**src/rtl/cordic_stream_controller_pkg.sv**
```systemverilog
// Shared CORDIC constants: mode encodings understood by the rotation core.
// MODE_ILLEGAL is passed through to the core but flagged on the result.
package cordic_stream_controller_pkg;

    typedef enum logic [1:0] {
        MODE_LINEAR     = 2'b00,
        MODE_ILLEGAL    = 2'b01,
        MODE_CIRCULAR   = 2'b10,
        MODE_HYPERBOLIC = 2'b11
    } cordic_mode_e;

    localparam int CORE_DATA_W = 96;

    function automatic logic is_illegal_mode(input logic [1:0] mode);
        return mode == MODE_ILLEGAL;
    endfunction

endpackage

```
**src/rtl/cordic_stream_controller_result_fifo.sv**
```systemverilog
// First-word-fall-through result FIFO; the head is visible on rd_data whenever !empty.
// Writes while full are dropped and flagged by assertion; the upstream credit scheme prevents them.
module cordic_result_fifo #(
    parameter int WIDTH = 101,
    parameter int DEPTH = 32
) (
    input  logic                    clock,
    input  logic                    reset,
    input  logic                    wr_en,
    input  logic [WIDTH-1:0]        wr_data,
    input  logic                    rd_en,
    output logic [WIDTH-1:0]        rd_data,
    output logic                    full,
    output logic                    empty,
    output logic [$clog2(DEPTH):0]  count
);
    localparam int PTR_W = $clog2(DEPTH);
    localparam int CNT_W = PTR_W + 1;

    logic [WIDTH-1:0] mem [DEPTH];
    logic [PTR_W-1:0] wr_ptr;
    logic [PTR_W-1:0] rd_ptr;
    logic             do_wr;
    logic             do_rd;

    assign full    = (count == CNT_W'(DEPTH));
    assign empty   = (count == '0);
    assign do_wr   = wr_en && !full;
    assign do_rd   = rd_en && !empty;
    assign rd_data = mem[rd_ptr];

    always_ff @(posedge clock) begin
        if (do_wr) begin
            mem[wr_ptr] <= wr_data;
        end
    end

    // Pointers wrap naturally because DEPTH is a power of two.
    always_ff @(posedge clock or posedge reset) begin
        if (reset) begin
            wr_ptr <= '0;
            rd_ptr <= '0;
            count  <= '0;
        end else begin
            assert (!(wr_en && full));
            if (do_wr) wr_ptr <= wr_ptr + PTR_W'(1);
            if (do_rd) rd_ptr <= rd_ptr + PTR_W'(1);
            case ({do_wr, do_rd})
                2'b10:   count <= count + CNT_W'(1);
                2'b01:   count <= count - CNT_W'(1);
                default: count <= count;
            endcase
        end
    end

endmodule

```
**src/rtl/cordic_stream_controller.sv**
```systemverilog
// Valid/ready wrapper around the non-stallable CORDIC pipeline: registers operands,
// tracks requests with a valid/tag shift register, and buffers results under a credit scheme.
module cordic_stream_controller
    import cordic_stream_controller_pkg::*;
#(
    parameter int CORDIC_LATENCY = 28,
    parameter int FIFO_DEPTH     = 32,
    parameter int TAG_W          = 4
) (
    input  logic              clock,
    input  logic              reset,
    input  logic              in_valid,
    output logic              in_ready,
    input  logic [31:0]       in_x,
    input  logic [31:0]       in_y,
    input  logic [31:0]       in_angle,
    input  logic [1:0]        in_mode,
    input  logic [TAG_W-1:0]  in_tag,
    output logic [31:0]       core_x,
    output logic [31:0]       core_y,
    output logic [31:0]       core_angle,
    output logic [1:0]        core_mode,
    input  logic [31:0]       core_rx,
    input  logic [31:0]       core_ry,
    input  logic [31:0]       core_rangle,
    output logic              out_valid,
    input  logic              out_ready,
    output logic [31:0]       out_x,
    output logic [31:0]       out_y,
    output logic [31:0]       out_angle,
    output logic [TAG_W-1:0]  out_tag,
    output logic              out_err,
    output logic              busy
);
    localparam int INF_W   = $clog2(CORDIC_LATENCY + 2);
    localparam int CNT_W   = $clog2(FIFO_DEPTH) + 1;
    localparam int SUM_W   = ((INF_W > CNT_W) ? INF_W : CNT_W) + 1;
    localparam int ENTRY_W = CORE_DATA_W + TAG_W + 1;
    localparam int LAST    = CORDIC_LATENCY;

    logic [INF_W-1:0]   inflight;
    logic [CNT_W-1:0]   fifo_count;
    logic [SUM_W-1:0]   credit_used;
    logic               fifo_full;
    logic               fifo_empty;
    logic               mode_ok;
    logic               accept;
    logic               capture;
    logic               pop;
    logic [LAST:0]      sr_valid;
    logic [LAST:0]      sr_err;
    logic [TAG_W-1:0]   sr_tag [LAST+1];
    logic [ENTRY_W-1:0] wr_data;
    logic [ENTRY_W-1:0] rd_data;

    // The core's mode is shared by every stage, so a new mode waits for an empty pipeline.
    assign mode_ok     = (in_mode == core_mode) || (inflight == '0);
    assign credit_used = SUM_W'(inflight) + SUM_W'(fifo_count);
    assign in_ready    = !reset && mode_ok && !fifo_full && (credit_used < SUM_W'(FIFO_DEPTH));
    assign accept      = in_valid && in_ready;
    assign capture     = sr_valid[LAST];
    assign pop         = out_valid && out_ready;
    assign wr_data     = {sr_tag[LAST], sr_err[LAST], core_rx, core_ry, core_rangle};
    assign out_valid   = !fifo_empty;
    assign busy        = (inflight != '0) || !fifo_empty;
    assign {out_tag, out_err, out_x, out_y, out_angle} = rd_data;

    always_ff @(posedge clock or posedge reset) begin
        if (reset) begin
            core_x     <= '0;
            core_y     <= '0;
            core_angle <= '0;
            core_mode  <= MODE_CIRCULAR;
        end else if (accept) begin
            core_x     <= in_x;
            core_y     <= in_y;
            core_angle <= in_angle;
            core_mode  <= in_mode;
        end
    end

    // Stage k of the shift register lines up with the request k edges after acceptance.
    always_ff @(posedge clock or posedge reset) begin
        if (reset) begin
            sr_valid <= '0;
            sr_err   <= '0;
            for (int i = 0; i <= LAST; i++) sr_tag[i] <= '0;
        end else begin
            sr_valid  <= {sr_valid[LAST-1:0], accept};
            sr_err    <= {sr_err[LAST-1:0], accept && is_illegal_mode(in_mode)};
            sr_tag[0] <= in_tag;
            for (int i = 1; i <= LAST; i++) sr_tag[i] <= sr_tag[i-1];
        end
    end

    always_ff @(posedge clock or posedge reset) begin
        if (reset) begin
            inflight <= '0;
        end else begin
            case ({accept, capture})
                2'b10:   inflight <= inflight + INF_W'(1);
                2'b01:   inflight <= inflight - INF_W'(1);
                default: inflight <= inflight;
            endcase
        end
    end

    cordic_result_fifo #(
        .WIDTH (ENTRY_W),
        .DEPTH (FIFO_DEPTH)
    ) u_result_fifo (
        .clock   (clock),
        .reset   (reset),
        .wr_en   (capture),
        .wr_data (wr_data),
        .rd_en   (pop),
        .rd_data (rd_data),
        .full    (fifo_full),
        .empty   (fifo_empty),
        .count   (fifo_count)
    );

endmodule

```
**config.mk**
```make
export PLATFORM = sky130hd
export DESIGN_NAME = cordic_stream_controller
export DESIGN_NICKNAME = d
export VERILOG_FILES = /design/src/rtl/cordic_stream_controller_pkg.sv /design/src/rtl/cordic_stream_controller_result_fifo.sv /design/src/rtl/cordic_stream_controller.sv
export SDC_FILE = /design/constraint.sdc
export NUM_CORES = 2
export LEC_CHECK = 0
export CORE_MARGIN = 2
export CORE_UTILIZATION = 45
export CTS_BUF_LIST = sky130_fd_sc_hd__clkbuf_16
export DETAILED_ROUTE_END_ITERATION = 8
export DONT_BUFFER_PORTS = 1
export GPL_TIMING_DRIVEN = 0
export PLACE_DENSITY = 0.57
export SLEW_MARGIN = 20
export SYNTH_ARGS = -nofsm -noshare
export SYNTH_HDL_FRONTEND = slang
export SYNTH_SLANG_ARGS = --single-unit
```
**constraint.sdc**
```tcl
create_clock -name clock -period 16.7 [get_ports clock]
set_input_delay 3.34 -clock clock [delete_from_list [all_inputs] [get_ports clock]]
set_output_delay 3.34 -clock clock [all_outputs]
set_load 0.01 [all_outputs]
```
# == Word level (Yosys, flattened, before mapping) ==
# Memories as Yosys holds them, arrays and structs flattened.
# Index checks and enable logic that the tools add are counted.
# totals
reg_bits,293
latchBits,0
ram_bits,3232
mem_bits_ro,0
in_bits,202
word_cells,77
memories,1
# mem_list
name,words,word_bits,read_ports,rd_clocked_by_memory_dff,write_ports,line_no,text
u_result_fifo.mem,32,101,1,0,1,cordic_stream_controller_result_fifo.sv:20,logic [WIDTH-1:0] mem [DEPTH];
# op_classes
addsub,7
multipliers,0
div,0
n_lt_le_gt_ge,1
eq_ne,7
n_shift,0
muxes,4
n_bitwise,0
reduce_logical,18
# ops
op,n
"5-bit by 1-bit adder with 5-bit output, second input constant",3
6-bit one-hot mux with 2 select lines,1
5-bit one-hot mux with 2 select lines,1
1-bit logical AND,8
5-bit by 6-bit adder with 7-bit output,1
"7-bit by 6-bit less-than comparator with 1-bit output, second input constant",1
"6-bit by 1-bit adder with 6-bit output, second input constant",1
"2-bit by 1-bit equality test with 1-bit output, second input constant",3
"6-bit equality test, second input constant",1
6-bit zero test,1
"6-bit by 1-bit subtractor with 6-bit output, second input constant",1
5-bit zero test,1
5-bit nonzero test,1
"5-bit by 1-bit subtractor with 5-bit output, second input constant",1
"2-bit equality test, second input constant",2
2-bit nonzero test,2
1-bit zero test,3
2-bit equality test,1
1-bit logical OR,2
1-bit two-way mux,2

# == Logic depth before layout (Yosys ltp) ==
# depth
depth_word,8
ltp_mapped,13
mapped_depth_nobuf,11

# == Hierarchy ==
# A second synthesis with hierarchy kept.
# unflattened
hier_cells,5822
area_unflattened_um2,131818.9
# by_module_without_submodules
mod,instances,cells_each,area_each_um2,seq_area_each_um2
cordic_result_fifo,1,5386,122869.1,97453.5
cordic_stream_controller,1,436,8949.8,6932.9

# == Worst setup path after synthesis ==
# Ideal clock, no wire load.
# synth_timing
path_type,input port to output port
from,input port in_mode[1]
to,output port in_ready
arrival_ns,3.872
t_required_ns,13.360
path_slack_ns,9.488
cell_stages,4
path_buffers,0
path_cell_list,xor2_1 -> nor2_1 -> o211ai_1 -> nor2_1
# synth_via
elab_chain_len,5
# synth_rtl
item,line_no,text
from (decl),cordic_stream_controller.sv:17,"input logic [1:0] in_mode,"
2-bit equality test,cordic_stream_controller.sv:57,assign mode_ok = (in_mode == core_mode) || (inflight == '0);
1-bit logical OR,cordic_stream_controller.sv:57,
1-bit logical AND (3 in series),cordic_stream_controller.sv:59,assign in_ready = !reset && mode_ok && !fifo_full && (credit_used < SUM_W'(FIFO_DEPTH));
to (decl),cordic_stream_controller.sv:13,"output logic in_ready,"
# No other way between the ends.

# == Worst setup path in the final report ==
# layout_timing
from,register u_result_fifo.rd_ptr[2]
to,output port out_x[26]
# layout_via
elab_chain_len,1
# layout_rtl
item,line_no,text
from (decl),cordic_stream_controller_result_fifo.sv:22,logic [PTR_W-1:0] rd_ptr;
from (signal assigned),cordic_stream_controller_result_fifo.sv:47,if (do_rd) rd_ptr <= rd_ptr + PTR_W'(1);
memory 32 x 101 bit,--,
to (decl),cordic_stream_controller.sv:28,"output logic [31:0] out_x,"
# No other way between the ends.

==> results <==
- The detailed router finished its first iteration with 7725 violations.
- The TritonCTS sink count is 3525.
- The routed wirelength normalized by instance count is 34.9 um.
- The category of the critical setup timing path is flop to output port.
- In the layout the commonest cells are edfxtp_1 (3232), mux4_2 (648), clkbuf_16 (367).
- The port buffer count is 0.
- The worst register-to-register path begins at u_result_fifo.count[0].
- Across the whole layout, storage elements account for 104000 um2.
- The cell area after technology mapping is 132000 um2.
- The floorplan step set the die height to 545 um.
- Setup repair after global routing left no endpoint under its margin.
- The overall die area is 297000 um2.
- Power spread over the standard cell area amounts to 163 nW/um2.
- The count of pins over their slew limit came to 0.
- For this run, the leading register cell type out of synthesis is edfxtp_1.
- The DRC violation count after routing is 0.
- In this run, post-CTS repair resized a total of 0 instances.
- The number of iterations in the first detailed-routing pass is 6.
- The detailed-route via count is 64200.
- For this design, the CTS-stage hold fixing added 0 buffers.
- The synthesized netlist net count is 5987.
- The H-tree was split into 5 levels.
- The placer's final routability congestion estimate is 0.874.
- Global routing consumed, over all layers together, 24.6% of the routing resources.
- The flow ran to the end, and the final reports show no timing, DRC or antenna violations.
- TritonCTS built the clock tree.
- The layout overhead on the synthesized area is 16.9%.
- The worst hold path begins at sr_tag[17].
- The critical path goes through buf_2, buf_4, buf_2, nand3b_1, clkbuf_1, o22ai_1, nor3_1.
- The final instance count without filler cells is 10600.
- The most prevalent standard cell on the critical path is buf_2.
- The I/O pin count is 404.
- Counting distinct cell types in the post-synthesis netlist gives 59.
- The largest area contributor in the netlist is edfxtp_1.
- After detailed routing, the total wire length is 369000 um.
- The portion of the clock cycle consumed by the worst path in the final layout is 49.1%.
- Buffers inserted during clock tree synthesis total 364.
- STA classifies the critical path startpoint as a flop.
- The initial antenna violation count was 17.
- OpenSTA, run right after detailed placement, puts the worst setup slack at 9.39 ns.
- The number of enable flip-flop cells after synthesis is 3232.
- The worst supply voltage drop on vdd is 0.155 mV.
- For this run, the post-layout net count is 6581.
- Counting instances, the worst hold path has a depth of 0.
- Across all register-to-register paths, the minimum setup slack is 13.07 ns.
- In this run the worst path has a maximum fanout of 10.
- The most common cell after layout, fill and taps aside is edfxtp_1.
- The leakage component of the power is 0.0505 uW.
- The starting density of the core is 45.3%.
- Setup violations remaining at the end of the flow were counted as 0.
- The proportion of synthesized flip-flops having asynchronous set or reset is 8.31%.
- For this run, the number of Yosys warnings is 0.
- The fraction of post-synthesis cell area in the top cell type by area is 73.7%.
- The clock edge transition at the registers on the reported setup and hold paths is 0.06 ns.
- STA classifies the critical path endpoint as an output port.
- The worst register-to-register path ends at u_result_fifo.count[5].
- Cells with a size suffix above 1 make up 27.3% of the layout.
- The time the final worst path needs with I/O delays and setup is 8.19 ns.
- The estimated wirelength of the detail-placed design is 250000 um.
- Between clock sinks in the finished design, the worst skew comes to 0.0390 ns.
- At the worst endpoint, the required time is 13.36 ns.
- Synthesis handed over a netlist of 5765 instances.
- STA puts the critical path data arrival time at 4.85 ns.
- Fill cells in the final layout number 22200.
- Entering global routing, the biggest net connects 106 pins.
- The area of the multi-input gates is 25600 um2.
- The final-layout setup total negative slack is 0 ns.
- The final count of hold timing violations came to 0.
- The via count of the first global-routing pass is 64800.
- The total number of placement rows is 198.
- The first global-routing pass estimated 509000 um of wire.
- The antenna violation net count after detailed routing is 0.
- The cell at the slowest stage of the critical path is nor3_1.
- In this run the deepest clock path goes through 4 buffers.
- The post-CTS repair timing setup buffer count is 0.
- Across all setup checks in the final design, the least slack found is 8.51 ns.
- The core utilization of the finished layout is 52.9%.
- The die is 545 um wide.
- The number of cell instances on the worst register-to-register path is 8.
- After global routing the overflow that remains totals 0.
- The source-to-sink clock delay at the later pin of the worst-skew pair is 0.92 ns.
- The placed instance count is 9893.
- Max-cap violations in this run came to 0.
- Sorting the synthesized cells by area gives the leading types as edfxtp_1 (74%), mux4_2 (11%), dfrtp_1 (5.5%).
- For the pin with the worst max-slew slack, the measured transition is 1.21 ns.
- A synthesized cell averages 22.9 um2.
- Of the synthesized area, sequential elements account for 79.2%.
- Dividing the detail-routed via count by the number of cells gives 6.07.
- The buffer cell driving the clock tree root is clkbuf_16.
- The endpoint with the worst hold slack is sr_tag[13].
- The synthesized design contains 3525 register bits.
- The worst pin sits at a relative slew slack of 18.9%.
- The placeable core area is 291000 um2.
- In this run the worst hold path is classified as flop to flop.
- The longest individual stage delay on the worst path is 0.91 ns.
- The peak clock frequency supported by timing is 0.122 GHz.
## final cells by class
cell class                 instances  area share (%)
sequential                      3525            67.8
multi-input combinational       1913            16.6
clock buffer                     367            5.96
timing repair buffer             228            3.32
tap                             3900            3.17
clock inverter                   305            1.75
buffer                           317            1.38
inverter                          10          0.0292
antenna                           13          0.0211
## stage by stage
stage / instance area (um2) / hold slack (ns) / total power, uW
finish: 154000 / 0.328 / 25100
global placement: 137000 / 0.331 / 17200
detailed placement: 142000 / 0.335 / 17400
floorplan: 132000 / 0.331 / 14600
global route: 154000 / 0.343 / 25900
CTS: 154000 / 0.341 / 25300
## power by group
part / total, uW / switching [uW] / internal [uW]
clock: 8020 / 3420 / 4590
sequential: 10100 / 229 / 9870
combinational: 7010 / 4320 / 2680
## routing by layer
| metal | share of wire, % | global-route usage, % | routed length, um |
|---|---|---|---|
| met5 | 0 | 0 | 0 |
| met4 | 3.2 | 7.79 | 11700 |
| met3 | 8.9 | 5.29 | 33000 |
| met2 | 47 | 38.9 | 175000 |
| met1 | 41 | 34.2 | 150000 |
## worst max-delay path by stage
stage                       startpoint            end
5_1_grt        u_result_fifo.rd_ptr[1]      out_x[27]
6_report       u_result_fifo.rd_ptr[2]      out_x[26]
2_1_floorplan                    reset  core_angle[0]
3_3_place_gp                     reset     core_x[27]
3_5_place_dp                in_mode[1]       in_ready
4_1_cts        u_result_fifo.rd_ptr[2]      out_x[26]
## worst max-delay path: cells and delay by family, from the launching register on
kind / cells / cell delay, ns
flops: 1 / 0.40
simple gates: 2 / 1.38
compound gates: 1 / 0.29
buf+inv: 4 / 1.81
## registers in the layout (all words and copies together), names as in the netlist, 6 cells and up
name and flops:
sr_err 29, u_result_fifo.mem 3232, sr_valid 29, core_y 32
core_x 32, u_result_fifo.count 6, sr_tag 116, core_angle 32
## synthesized netlist by cell type (10+ instances only)
cell type  number
nor3_1         25
mux2i_1       340
buf_2          91
a21oi_1        24
a22o_1         32
o221ai_1       34
o22ai_1       210
a22oi_1       141
edfxtp_1     3232
buf_12         10
inv_1          10
mux2_4         87
mux2_2         13
dfrtp_1       292
clkbuf_1       89
mux4_2        648
a211oi_1      117
buf_6          49
nand3_1        24
nand2_1        28
ha_1           18
buf_4          71
xnor2_1        12
nor2_1         58
nor4b_1        12
a2111oi_2      15
## cells by family (layout without fill, tap and decap cells)
| group | count (synthesis) | count (layout) | synth area share, % |
|---|---|---|---|
| and+or+nand+nor | 188 | 188 | 0.765 |
| adders and majority gates | 20 | 20 | 0.201 |
| muxes | 1088 | 1088 | 14.8 |
| buffers and inverters | 327 | 1227 | 1.62 |
| DFF | 3525 | 3525 | 79.2 |
| AOI/OAI and AO/OA | 599 | 599 | 3.31 |
| xor gates and xnor gates | 18 | 18 | 0.120 |
| other | 0 | 13 | 0 |
(Power assumes the default switching activity.)
